### src/rtl/multicycle_datapath_pkg.sv
// Shared types and encodings for the multicycle MIPS-subset core.
// Optional build macro: MULTICYCLE_PERF_CNT_EN (cycle/instruction counters).
package multicycle_pkg;

    typedef enum logic [2:0] {
        FETCH  = 3'd0,
        DECODE = 3'd1,
        EXEC   = 3'd2,
        MEM    = 3'd3,
        WB     = 3'd4,
        HALT   = 3'd5
    } state_t;

    // Primary opcodes
    localparam logic [5:0] OP_RTYPE = 6'h00;
    localparam logic [5:0] OP_J     = 6'h02;
    localparam logic [5:0] OP_JAL   = 6'h03;
    localparam logic [5:0] OP_BEQ   = 6'h04;
    localparam logic [5:0] OP_ADDI  = 6'h08;
    localparam logic [5:0] OP_LW    = 6'h23;
    localparam logic [5:0] OP_SW    = 6'h2B;
    localparam logic [5:0] OP_HALT  = 6'h3F;

    // R-type funct codes
    localparam logic [5:0] FN_JR  = 6'h08;
    localparam logic [5:0] FN_ADD = 6'h20;
    localparam logic [5:0] FN_SUB = 6'h22;
    localparam logic [5:0] FN_AND = 6'h24;
    localparam logic [5:0] FN_OR  = 6'h25;
    localparam logic [5:0] FN_SLT = 6'h2A;

    // ALU control encodings, same as the existing control decoder
    localparam logic [3:0] ALU_AND = 4'b0000;
    localparam logic [3:0] ALU_OR  = 4'b0001;
    localparam logic [3:0] ALU_ADD = 4'b0010;
    localparam logic [3:0] ALU_SUB = 4'b0110;
    localparam logic [3:0] ALU_SLT = 4'b0111;

    // Map an opcode/funct pair onto the ALU control field.
    function automatic logic [3:0] alu_ctrl_f(input logic [5:0] op, input logic [5:0] fn);
        logic [3:0] ctrl;
        ctrl = ALU_ADD;
        if (op == OP_RTYPE) begin
            case (fn)
                FN_ADD:  ctrl = ALU_ADD;
                FN_SUB:  ctrl = ALU_SUB;
                FN_AND:  ctrl = ALU_AND;
                FN_OR:   ctrl = ALU_OR;
                FN_SLT:  ctrl = ALU_SLT;
                default: ctrl = ALU_ADD;
            endcase
        end else begin
            ctrl = ALU_ADD;
        end
        return ctrl;
    endfunction

    // True for every instruction the core executes (halt handled separately).
    function automatic logic is_legal_f(input logic [5:0] op, input logic [5:0] fn);
        logic ok;
        case (op)
            OP_RTYPE: begin
                case (fn)
                    FN_ADD, FN_SUB, FN_AND, FN_OR, FN_SLT, FN_JR: ok = 1'b1;
                    default: ok = 1'b0;
                endcase
            end
            OP_ADDI, OP_LW, OP_SW, OP_BEQ, OP_J, OP_JAL: ok = 1'b1;
            default: ok = 1'b0;
        endcase
        return ok;
    endfunction

endpackage

### src/rtl/multicycle_datapath_if.sv
// Unified instruction/data memory port with a req/ready handshake.
// A transfer completes in the cycle where mem_req and mem_ready are both high.
interface multicycle_datapath_if #(
    parameter int XLEN   = 32,
    parameter int ADDR_W = 32
) ();
    logic              mem_req;
    logic              mem_we;
    logic [ADDR_W-1:0] mem_addr;
    logic [XLEN-1:0]   mem_wdata;
    logic [XLEN-1:0]   mem_rdata;
    logic              mem_ready;

    modport master (
        output mem_req, mem_we, mem_addr, mem_wdata,
        input  mem_rdata, mem_ready
    );

    modport slave (
        input  mem_req, mem_we, mem_addr, mem_wdata,
        output mem_rdata, mem_ready
    );
endinterface

### src/rtl/multicycle_datapath_regfile.sv
// 32 x XLEN register file: two combinational read ports, one write port,
// R0 reads as zero and ignores writes, whole array clears on reset.
module mc_regfile #(
    parameter int XLEN = 32
) (
    input  logic            clk_i,
    input  logic            rst_n_i,
    input  logic [4:0]      ra1_i,
    input  logic [4:0]      ra2_i,
    output logic [XLEN-1:0] rd1_o,
    output logic [XLEN-1:0] rd2_o,
    input  logic            we_i,
    input  logic [4:0]      wa_i,
    input  logic [XLEN-1:0] wd_i
);
    logic [XLEN-1:0] regs_q [32];

    // Register array: synchronous clear, single write port, R0 never written.
    always_ff @(posedge clk_i) begin
        if (!rst_n_i) begin
            for (int i = 0; i < 32; i++) begin
                regs_q[i] <= '0;
            end
        end else if (we_i && (wa_i != 5'd0)) begin
            regs_q[wa_i] <= wd_i;
        end else begin
            regs_q[0] <= '0;
        end
    end

    assign rd1_o = (ra1_i == 5'd0) ? '0 : regs_q[ra1_i];
    assign rd2_o = (ra2_i == 5'd0) ? '0 : regs_q[ra2_i];
endmodule

### src/rtl/multicycle_datapath.sv
// Multicycle MIPS-subset core: FETCH/DECODE/EXEC/MEM/WB/HALT sequencer over a
// shared datapath and a single stallable memory port.
// Optional build macro: MULTICYCLE_PERF_CNT_EN enables cycle_count/instr_count.
module multicycle_datapath
    import multicycle_pkg::*;
#(
    parameter int                XLEN     = 32,
    parameter int                ADDR_W   = 32,
    parameter logic [ADDR_W-1:0] RESET_PC = '0
) (
    input  logic                  CLK,
    input  logic                  rst,
    multicycle_datapath_if.master mem,
    output logic [ADDR_W-1:0]     pc_out,
    output logic                  wb_valid,
    output logic [4:0]            wb_addr,
    output logic [XLEN-1:0]       result,
    output logic                  halted,
    output logic                  illegal,
    output logic [31:0]           cycle_count,
    output logic [31:0]           instr_count
);
    state_t            state_q, state_d;
    logic [ADDR_W-1:0] pc_q, pc_d, target_q, target_d;
    logic [31:0]       ir_q, ir_d;
    logic [XLEN-1:0]   a_q, a_d, b_q, b_d, imm_q, imm_d;
    logic [XLEN-1:0]   aluout_q, aluout_d, mdr_q, mdr_d;
    logic              mem_req_q, mem_req_d, mem_we_q, mem_we_d;
    logic [ADDR_W-1:0] mem_addr_q, mem_addr_d;
    logic [XLEN-1:0]   mem_wdata_q, mem_wdata_d;
    logic              wb_valid_q, wb_valid_d;
    logic [4:0]        wb_addr_q, wb_addr_d;
    logic [XLEN-1:0]   result_q, result_d;
    logic              halted_q, halted_d, illegal_q, illegal_d;

    logic [5:0]        opcode_s, funct_s;
    logic [4:0]        rs_s, rt_s, rd_s;
    logic [XLEN-1:0]   imm_ext_s, rf_rd1_s, rf_rd2_s, ea_s, rf_wd_s;
    logic              rf_we_s, xfer_s;
    logic [4:0]        rf_wa_s;

    assign opcode_s  = ir_q[31:26];
    assign rs_s      = ir_q[25:21];
    assign rt_s      = ir_q[20:16];
    assign rd_s      = ir_q[15:11];
    assign funct_s   = ir_q[5:0];
    assign imm_ext_s = {{(XLEN-16){ir_q[15]}}, ir_q[15:0]};
    assign xfer_s    = mem_req_q & mem.mem_ready;

    // ALU: add/sub wrap, slt is a signed compare at full width.
    function automatic logic [XLEN-1:0] alu_f(input logic [3:0] ctrl,
                                              input logic [XLEN-1:0] x,
                                              input logic [XLEN-1:0] y);
        logic [XLEN-1:0] r;
        case (ctrl)
            ALU_AND: r = x & y;
            ALU_OR:  r = x | y;
            ALU_ADD: r = x + y;
            ALU_SUB: r = x - y;
            ALU_SLT: r = ($signed(x) < $signed(y)) ? XLEN'(1'b1) : '0;
            default: r = x + y;
        endcase
        return r;
    endfunction

    mc_regfile #(.XLEN(XLEN)) u_regfile (
        .clk_i   (CLK),
        .rst_n_i (rst),
        .ra1_i   (rs_s),
        .ra2_i   (rt_s),
        .rd1_o   (rf_rd1_s),
        .rd2_o   (rf_rd2_s),
        .we_i    (rf_we_s),
        .wa_i    (rf_wa_s),
        .wd_i    (rf_wd_s)
    );

    // Next-state, datapath updates and registered-output next values.
    always_comb begin
        state_d    = state_q;
        pc_d       = pc_q;
        ir_d       = ir_q;
        a_d        = a_q;
        b_d        = b_q;
        imm_d      = imm_q;
        target_d   = target_q;
        aluout_d   = aluout_q;
        mdr_d      = mdr_q;
        illegal_d  = illegal_q;
        wb_valid_d = 1'b0;
        wb_addr_d  = wb_addr_q;
        result_d   = result_q;
        rf_we_s    = 1'b0;
        rf_wa_s    = 5'd0;
        rf_wd_s    = '0;
        ea_s       = a_q + imm_q;

        case (state_q)
            FETCH: begin
                if (xfer_s) begin
                    ir_d    = mem.mem_rdata[31:0];
                    pc_d    = pc_q + ADDR_W'(3'd4);
                    state_d = DECODE;
                end else begin
                    state_d = FETCH;
                end
            end
            DECODE: begin
                a_d      = rf_rd1_s;
                b_d      = rf_rd2_s;
                imm_d    = imm_ext_s;
                target_d = pc_q + {imm_ext_s[ADDR_W-3:0], 2'b00};
                if (opcode_s == OP_HALT) begin
                    state_d = HALT;
                end else if (!is_legal_f(opcode_s, funct_s)) begin
                    state_d   = HALT;
                    illegal_d = 1'b1;
                end else begin
                    state_d = EXEC;
                end
            end
            EXEC: begin
                case (opcode_s)
                    OP_RTYPE: begin
                        if (funct_s == FN_JR) begin
                            pc_d    = a_q[ADDR_W-1:0];
                            state_d = FETCH;
                        end else begin
                            aluout_d = alu_f(alu_ctrl_f(opcode_s, funct_s), a_q, b_q);
                            state_d  = WB;
                        end
                    end
                    OP_ADDI: begin
                        aluout_d = alu_f(ALU_ADD, a_q, imm_q);
                        state_d  = WB;
                    end
                    OP_LW, OP_SW: begin
                        aluout_d = ea_s;
                        if (ea_s[1:0] != 2'b00) begin
                            state_d   = HALT;
                            illegal_d = 1'b1;
                        end else begin
                            state_d = MEM;
                        end
                    end
                    OP_BEQ: begin
                        pc_d    = (a_q == b_q) ? target_q : pc_q;
                        state_d = FETCH;
                    end
                    OP_J: begin
                        pc_d    = {pc_q[ADDR_W-1:28], ir_q[25:0], 2'b00};
                        state_d = FETCH;
                    end
                    OP_JAL: begin
                        // Link value is the PC already advanced past the jal.
                        pc_d       = {pc_q[ADDR_W-1:28], ir_q[25:0], 2'b00};
                        rf_we_s    = 1'b1;
                        rf_wa_s    = 5'd31;
                        rf_wd_s    = XLEN'(pc_q);
                        wb_valid_d = 1'b1;
                        wb_addr_d  = 5'd31;
                        result_d   = XLEN'(pc_q);
                        state_d    = FETCH;
                    end
                    default: begin
                        state_d   = HALT;
                        illegal_d = 1'b1;
                    end
                endcase
            end
            MEM: begin
                if (xfer_s) begin
                    if (opcode_s == OP_SW) begin
                        state_d = FETCH;
                    end else begin
                        mdr_d   = mem.mem_rdata;
                        state_d = WB;
                    end
                end else begin
                    state_d = MEM;
                end
            end
            WB: begin
                rf_we_s    = 1'b1;
                rf_wa_s    = (opcode_s == OP_RTYPE) ? rd_s : rt_s;
                rf_wd_s    = (opcode_s == OP_LW) ? mdr_q : aluout_q;
                wb_valid_d = 1'b1;
                wb_addr_d  = rf_wa_s;
                result_d   = rf_wd_s;
                state_d    = FETCH;
            end
            HALT: begin
                state_d = HALT;
            end
            default: begin
                state_d   = HALT;
                illegal_d = 1'b1;
            end
        endcase

        // Memory outputs are set up one cycle ahead so they are flop-driven
        // and stay constant for the entire request, including wait cycles.
        mem_req_d  = (state_d == FETCH) || (state_d == MEM);
        mem_we_d   = (state_d == MEM) && (opcode_s == OP_SW);
        mem_addr_d = (state_d == MEM) ? aluout_d[ADDR_W-1:0] : pc_d;
        if ((state_d == MEM) && (opcode_s == OP_SW)) begin
            mem_wdata_d = b_q;
        end else begin
            mem_wdata_d = mem_wdata_q;
        end
        halted_d = (state_d == HALT);
    end

    // FSM state register.
    always_ff @(posedge CLK) begin
        if (!rst) begin
            state_q <= FETCH;
        end else begin
            state_q <= state_d;
        end
    end

    // Datapath registers: PC, IR, operand latches, ALUOut, MDR.
    always_ff @(posedge CLK) begin
        if (!rst) begin
            pc_q     <= RESET_PC;
            ir_q     <= 32'd0;
            a_q      <= '0;
            b_q      <= '0;
            imm_q    <= '0;
            target_q <= '0;
            aluout_q <= '0;
            mdr_q    <= '0;
        end else begin
            pc_q     <= pc_d;
            ir_q     <= ir_d;
            a_q      <= a_d;
            b_q      <= b_d;
            imm_q    <= imm_d;
            target_q <= target_d;
            aluout_q <= aluout_d;
            mdr_q    <= mdr_d;
        end
    end

    // Registered outputs: memory port, retirement report and status flags.
    always_ff @(posedge CLK) begin
        if (!rst) begin
            mem_req_q   <= 1'b0;
            mem_we_q    <= 1'b0;
            mem_addr_q  <= RESET_PC;
            mem_wdata_q <= '0;
            wb_valid_q  <= 1'b0;
            wb_addr_q   <= 5'd0;
            result_q    <= '0;
            halted_q    <= 1'b0;
            illegal_q   <= 1'b0;
        end else begin
            mem_req_q   <= mem_req_d;
            mem_we_q    <= mem_we_d;
            mem_addr_q  <= mem_addr_d;
            mem_wdata_q <= mem_wdata_d;
            wb_valid_q  <= wb_valid_d;
            wb_addr_q   <= wb_addr_d;
            result_q    <= result_d;
            halted_q    <= halted_d;
            illegal_q   <= illegal_d;
        end
    end

    assign mem.mem_req   = mem_req_q;
    assign mem.mem_we    = mem_we_q;
    assign mem.mem_addr  = mem_addr_q;
    assign mem.mem_wdata = mem_wdata_q;
    assign pc_out        = pc_q;
    assign wb_valid      = wb_valid_q;
    assign wb_addr       = wb_addr_q;
    assign result        = result_q;
    assign halted        = halted_q;
    assign illegal       = illegal_q;

`ifdef MULTICYCLE_PERF_CNT_EN
    logic [31:0] cycle_cnt_q, instr_cnt_q;

    // Performance counters: live cycles, and instructions that return to FETCH.
    always_ff @(posedge CLK) begin
        if (!rst) begin
            cycle_cnt_q <= 32'd0;
            instr_cnt_q <= 32'd0;
        end else begin
            cycle_cnt_q <= halted_q ? cycle_cnt_q : cycle_cnt_q + 32'd1;
            instr_cnt_q <= ((state_q != FETCH) && (state_d == FETCH)) ?
                           instr_cnt_q + 32'd1 : instr_cnt_q;
        end
    end

    assign cycle_count = cycle_cnt_q;
    assign instr_count = instr_cnt_q;
`else
    assign cycle_count = 32'd0;
    assign instr_count = 32'd0;
`endif

endmodule

### src/flat_wrapper.sv
// flat-port wrapper written by rule: the top's interface ports become plain ports
module multicycle_datapath_flat import multicycle_pkg::*;
#(
    parameter int                XLEN     = 32,
    parameter int                ADDR_W   = 32,
    parameter logic [ADDR_W-1:0] RESET_PC = '0
)
  (CLK, rst, pc_out, wb_valid, wb_addr, result, halted, illegal, cycle_count, instr_count, mem_mem_req, mem_mem_we, mem_mem_addr, mem_mem_wdata, mem_mem_rdata, mem_mem_ready);
  multicycle_datapath_if #(.XLEN(XLEN), .ADDR_W(ADDR_W)) mem_i ();
  input  logic CLK;
  input  logic rst;
  output logic [ADDR_W-1:0] pc_out;
  output logic wb_valid;
  output logic [4:0] wb_addr;
  output logic [XLEN-1:0] result;
  output logic halted;
  output logic illegal;
  output logic [31:0] cycle_count;
  output logic [31:0] instr_count;
  output wire logic [$bits(mem_i.mem_req)-1:0] mem_mem_req;
  output wire logic [$bits(mem_i.mem_we)-1:0] mem_mem_we;
  output wire logic [$bits(mem_i.mem_addr)-1:0] mem_mem_addr;
  output wire logic [$bits(mem_i.mem_wdata)-1:0] mem_mem_wdata;
  input wire logic [$bits(mem_i.mem_rdata)-1:0] mem_mem_rdata;
  input wire logic [$bits(mem_i.mem_ready)-1:0] mem_mem_ready;
  assign mem_mem_req = mem_i.mem_req;
  assign mem_mem_we = mem_i.mem_we;
  assign mem_mem_addr = mem_i.mem_addr;
  assign mem_mem_wdata = mem_i.mem_wdata;
  assign mem_i.mem_rdata = mem_mem_rdata;
  assign mem_i.mem_ready = mem_mem_ready;
  multicycle_datapath #(.XLEN(XLEN), .ADDR_W(ADDR_W), .RESET_PC(RESET_PC)) u_core (.CLK(CLK), .rst(rst), .mem(mem_i), .pc_out(pc_out), .wb_valid(wb_valid), .wb_addr(wb_addr), .result(result), .halted(halted), .illegal(illegal), .cycle_count(cycle_count), .instr_count(instr_count));
endmodule
### config.mk
export PLATFORM = sky130hd
export DESIGN_NAME = multicycle_datapath_flat
export DESIGN_NICKNAME = d
export VERILOG_FILES = /design/src/rtl/multicycle_datapath_pkg.sv /design/src/rtl/multicycle_datapath_if.sv /design/src/rtl/multicycle_datapath_regfile.sv /design/src/rtl/multicycle_datapath.sv /design/src/flat_wrapper.sv
export SDC_FILE = /design/constraint.sdc
export NUM_CORES = 2
export LEC_CHECK = 0
export BUFFER_PORTS_ARGS = -buffer_cell sky130_fd_sc_hd__buf_4
export CELL_PAD_IN_SITES_DETAIL_PLACEMENT = 1
export CELL_PAD_IN_SITES_GLOBAL_PLACEMENT = 2
export CORE_MARGIN = 4
export CORE_UTILIZATION = 40
export CTS_CLUSTER_DIAMETER = 200
export DETAILED_ROUTE_END_ITERATION = 7
export GPL_ROUTABILITY_DRIVEN = 0
export GPL_TIMING_DRIVEN = 0
export PLACE_DENSITY_LB_ADDON = 0.1
export SYNTH_ARGS = -nofsm -noshare
export SYNTH_HDL_FRONTEND = slang
export SYNTH_SLANG_ARGS = --single-unit
### constraint.sdc
create_clock -name CLK -period 3.1 [get_ports CLK]
set_clock_uncertainty 0.1 [all_clocks]
set_input_delay 0.155 -clock CLK [delete_from_list [all_inputs] [get_ports CLK]]
set_output_delay 0.155 -clock CLK [all_outputs]
set_load 0.1 [all_outputs]
==> impl_metrics.tcl <==
set metrics [dict create \
    cts_sinks 1373 \
    finalSetupViolCount 907 \
    clock.fmax_mhz 270.3 \
    rrSetupSlack_ns -0.60 \
    hp-class "in -> reg" \
    tns_ns -88.35 \
    synth-seq-cells 1373 \
    htree_levels 4 \
    start_util 0.4036 \
    antenna_found_initial 12 \
    std_cell_rows 157 \
    synth.avg_cell_area_um2 11.86 \
    startpoint_type "register" \
    nets 7371 \
    die_area_mm2 0.1923 \
    status "finished, violations left" \
    ys_seq_area_frac 0.5090 \
    cp.arrival_ns 4.25 \
    drtPass1Iterations 6 \
    dr.first_iter.drc_count 8634 \
    ios 237 \
    reg2reg_depth 15 \
    port_buffers 171 \
    yosysMostFrequentCell "nor2_1" \
    reg2reg_from "u_core.b_q[8]" \
    fin_crit_sh 1.193 \
    register_area_mm2 0.03805 \
    wl_mm 386.1 \
    syn_inst 6249 \
    num-fill-cells 18430 \
    async_flop_share 0 \
    r2r_end "u_core.mem.mem_addr[27]" \
    worst_slew_pin_slew_ns 1.480 \
    yosysWarnings 0 \
    syn_area_mm2 0.07413 \
    clkTransAtPathRegs_ns 0.06 \
    via_count 62960 \
    synth_common_cells "1,377 x nor2_1, 1,024 x edfxtp_1, 640 x mux4_2" \
    drive_gt1_frac 0.3753 \
    worstSetupPathType "reg -> reg" \
    grt_pass1_vias 61900 \
    clock_latency_ns 0.88 \
    die-width_um 438.5 \
    synth_edf_count 1024 \
    power_mw 57.65 \
    drc 0 \
    endpoint "u_core.mem.mem_addr[27]" \
    cts_buffers 162 \
    setup_ws_ns -0.5995 \
    multi_input_area_mm2 0.03885 \
    yosysTopAreaCell "edfxtp_1" \
    drv_slew 0 \
    violations "negative setup slack" \
    post-route-min-period_ns 3.700 \
    core_region_area_mm2 0.1837 \
    die_y_um 438.5 \
    maxCapViolCount 0 \
    synth_area_leaders "edfxtp_1 41%, mux4_2 19%, dfxtp_1 9.4%" \
    post-dp-hpwl_mm 255.4 \
    end_kind "register" \
    ant_nets 0 \
    crit_required_ns 3.65 \
    grt_max_degree 24 \
    crit_start "u_core.b_q[8]" \
    cellPowerDensity_mw_per_mm2 595.2 \
    synth_cell_type_count 102 \
    hold_viol_final 0 \
    cp_max_fo 5 \
    synthFlopType "edfxtp_1" \
    grtUsageTotal 0.3841 \
    rsz0062_at_grt "yes" \
    synth_top_area_frac 0.4148 \
    areaGrowthSynthToFinish_pct 30.67 \
    grt_overflow 0 \
    clockBufferDepth 3 \
    max-slew-margin-rel 0.01303 \
    grt_pass1_wl_mm 506.3 \
    tritoncts "done" \
    clockRootBuffer "clkbuf_16" \
    vias_per_cell 6.437 \
    utilization 0.5274 \
    wl_per_cell_um 39.47 \
    p_leak_nw 33.52 \
    peakVddDrop_v 0.0005574 \
]
[per-layer routing]
metal	global-route usage	vias up	wire (um)
met5	0	-	48
met4	0.2958	6	38230
met3	0.09796	1259	43100
met2	0.5961	4298	173100
met1	0.4586	32360	131600
li1	-	25040	-
[cells by family (layout without fill, tap and decap cells)]
group                    after synthesis  count (layout)  synth area share
buffers and inverters                726            1647           0.04125
adder cells (fa/ha/maj)              161             161           0.02758
other                                  1             103        0.00005058
AO/OA/AOI/OAI                        982             982           0.08420
flip-flops                          1373            1373            0.5090
multiplexers                         755             755            0.2100
AND/OR/NAND/NOR                     2175            2221            0.1189
XOR/XNOR                              76              76          0.008979
[metrics by stage]
| step | cells | setup WS (ns) | hold WS [ns] | area (um2) |
|---|---|---|---|---|
| final | 9782 | -0.5995 | 0.05380 | 96870 |
| after global routing | 9776 | -0.6554 | 0.04898 | 96860 |
| after CTS | 9591 | -0.5566 | 0.009495 | 92130 |
| after detailed placement | 8997 | -3.443 | 0.3280 | 79500 |
| after global placement | 8979 | -3.518 | 0.3165 | 79040 |
| after floorplan | 6344 | -0.1621 | 0.1910 | 74670 |
[state kept, by name, indices dropped and copies added (netlist names), 3 cells and up]
name and flops:
u_core.a_q 32, u_core.aluout_q 32, u_core.b_q 32, u_core.imm_q 16, u_core.ir_q 32, u_core.mdr_q 32
u_core.mem.mem_addr 32, u_core.mem.mem_wdata 32, u_core.pc_out 32, u_core.result 32, u_core.state_q 3, u_core.target_q 32
u_core.u_regfile.regs_q 1024, u_core.wb_addr 5
[layout make-up]
cell class,count,area share
Timing Repair Buffer,647,0.07034
Antenna cell,7,0.0001808
Multi-Input combinational cell,4291,0.4010
Clock buffer,214,0.04513
Tap cell,2464,0.03182
Buffer,586,0.04450
Inverter,114,0.004921
Sequential cell,1373,0.3927
Clock inverter,86,0.009351
[where the power goes]
part           switching, mW  internal, mW
Sequential             0.824          20.4
Combinational           10.1          6.69
Clock                   8.53          11.1
[worst min path at each step]
stage                                  from         endpoint  slack (ns)  cells after the start
after floorplan            mem_mem_rdata[0]  u_core.mdr_q[0]        0.19                      2
after global placement    mem_mem_rdata[12]  u_core.ir_q[12]        0.32                      3
after detailed placement   mem_mem_rdata[6]  u_core.mdr_q[6]        0.33                      3
after CTS                 mem_mem_rdata[12]  u_core.ir_q[12]       0.009                      4
after global routing       mem_mem_rdata[3]  u_core.mdr_q[3]        0.05                      4
final                     mem_mem_rdata[12]  u_core.ir_q[12]        0.05                      4
[worst max-delay path, cell delays in order (launching register included)]
cell and delay (ns):
dfxtp_4 0.40, inv_4 0.05, ha_4 0.23, buf_6 0.13
nor4_4 0.34, nand4_1 0.21, or4_4 0.65, a21o_1 0.21
nand2b_4 0.20, nand2_8 0.12, o21ai_2 0.06, a221oi_2 0.24
buf_4 0.18, a21oi_4 0.06, a21oi_4 0.26, nor2_4 0.09
[repair_timing]
| item | in CTS | in global routing |
|---|---|---|
| hold buffers | 33 | 0 |
| buffers inserted | 233 | 174 |
| cloned | 42 | 25 |
| hold endpoints to repair | 65 | 0 |
| gates resized for setup | 1310 | 853 |
| setup endpoints to repair | 2303 | 2117 |
| pin swaps | 104 | 254 |
[placed cells by master (no fill, tap or decap), types with 49 or more instances in the layout]
cell type,instances
clkbuf_4,62
edfxtp_1,1024
clkbuf_16,185
clkbuf_1,143
mux4_2,640
o21ai_0,72
buf_12,111
a21oi_1,315
nand2_1,465
buf_4,522
mux2i_1,59
clkbuf_2,185
buf_6,96
nor2_1,1294
o21a_1,49
ha_1,120
inv_1,90
a21oi_2,95
conb_1,96
dfxtp_1,244
nor2_4,53
dfxtp_4,71
(Power assumes the default switching activity.)
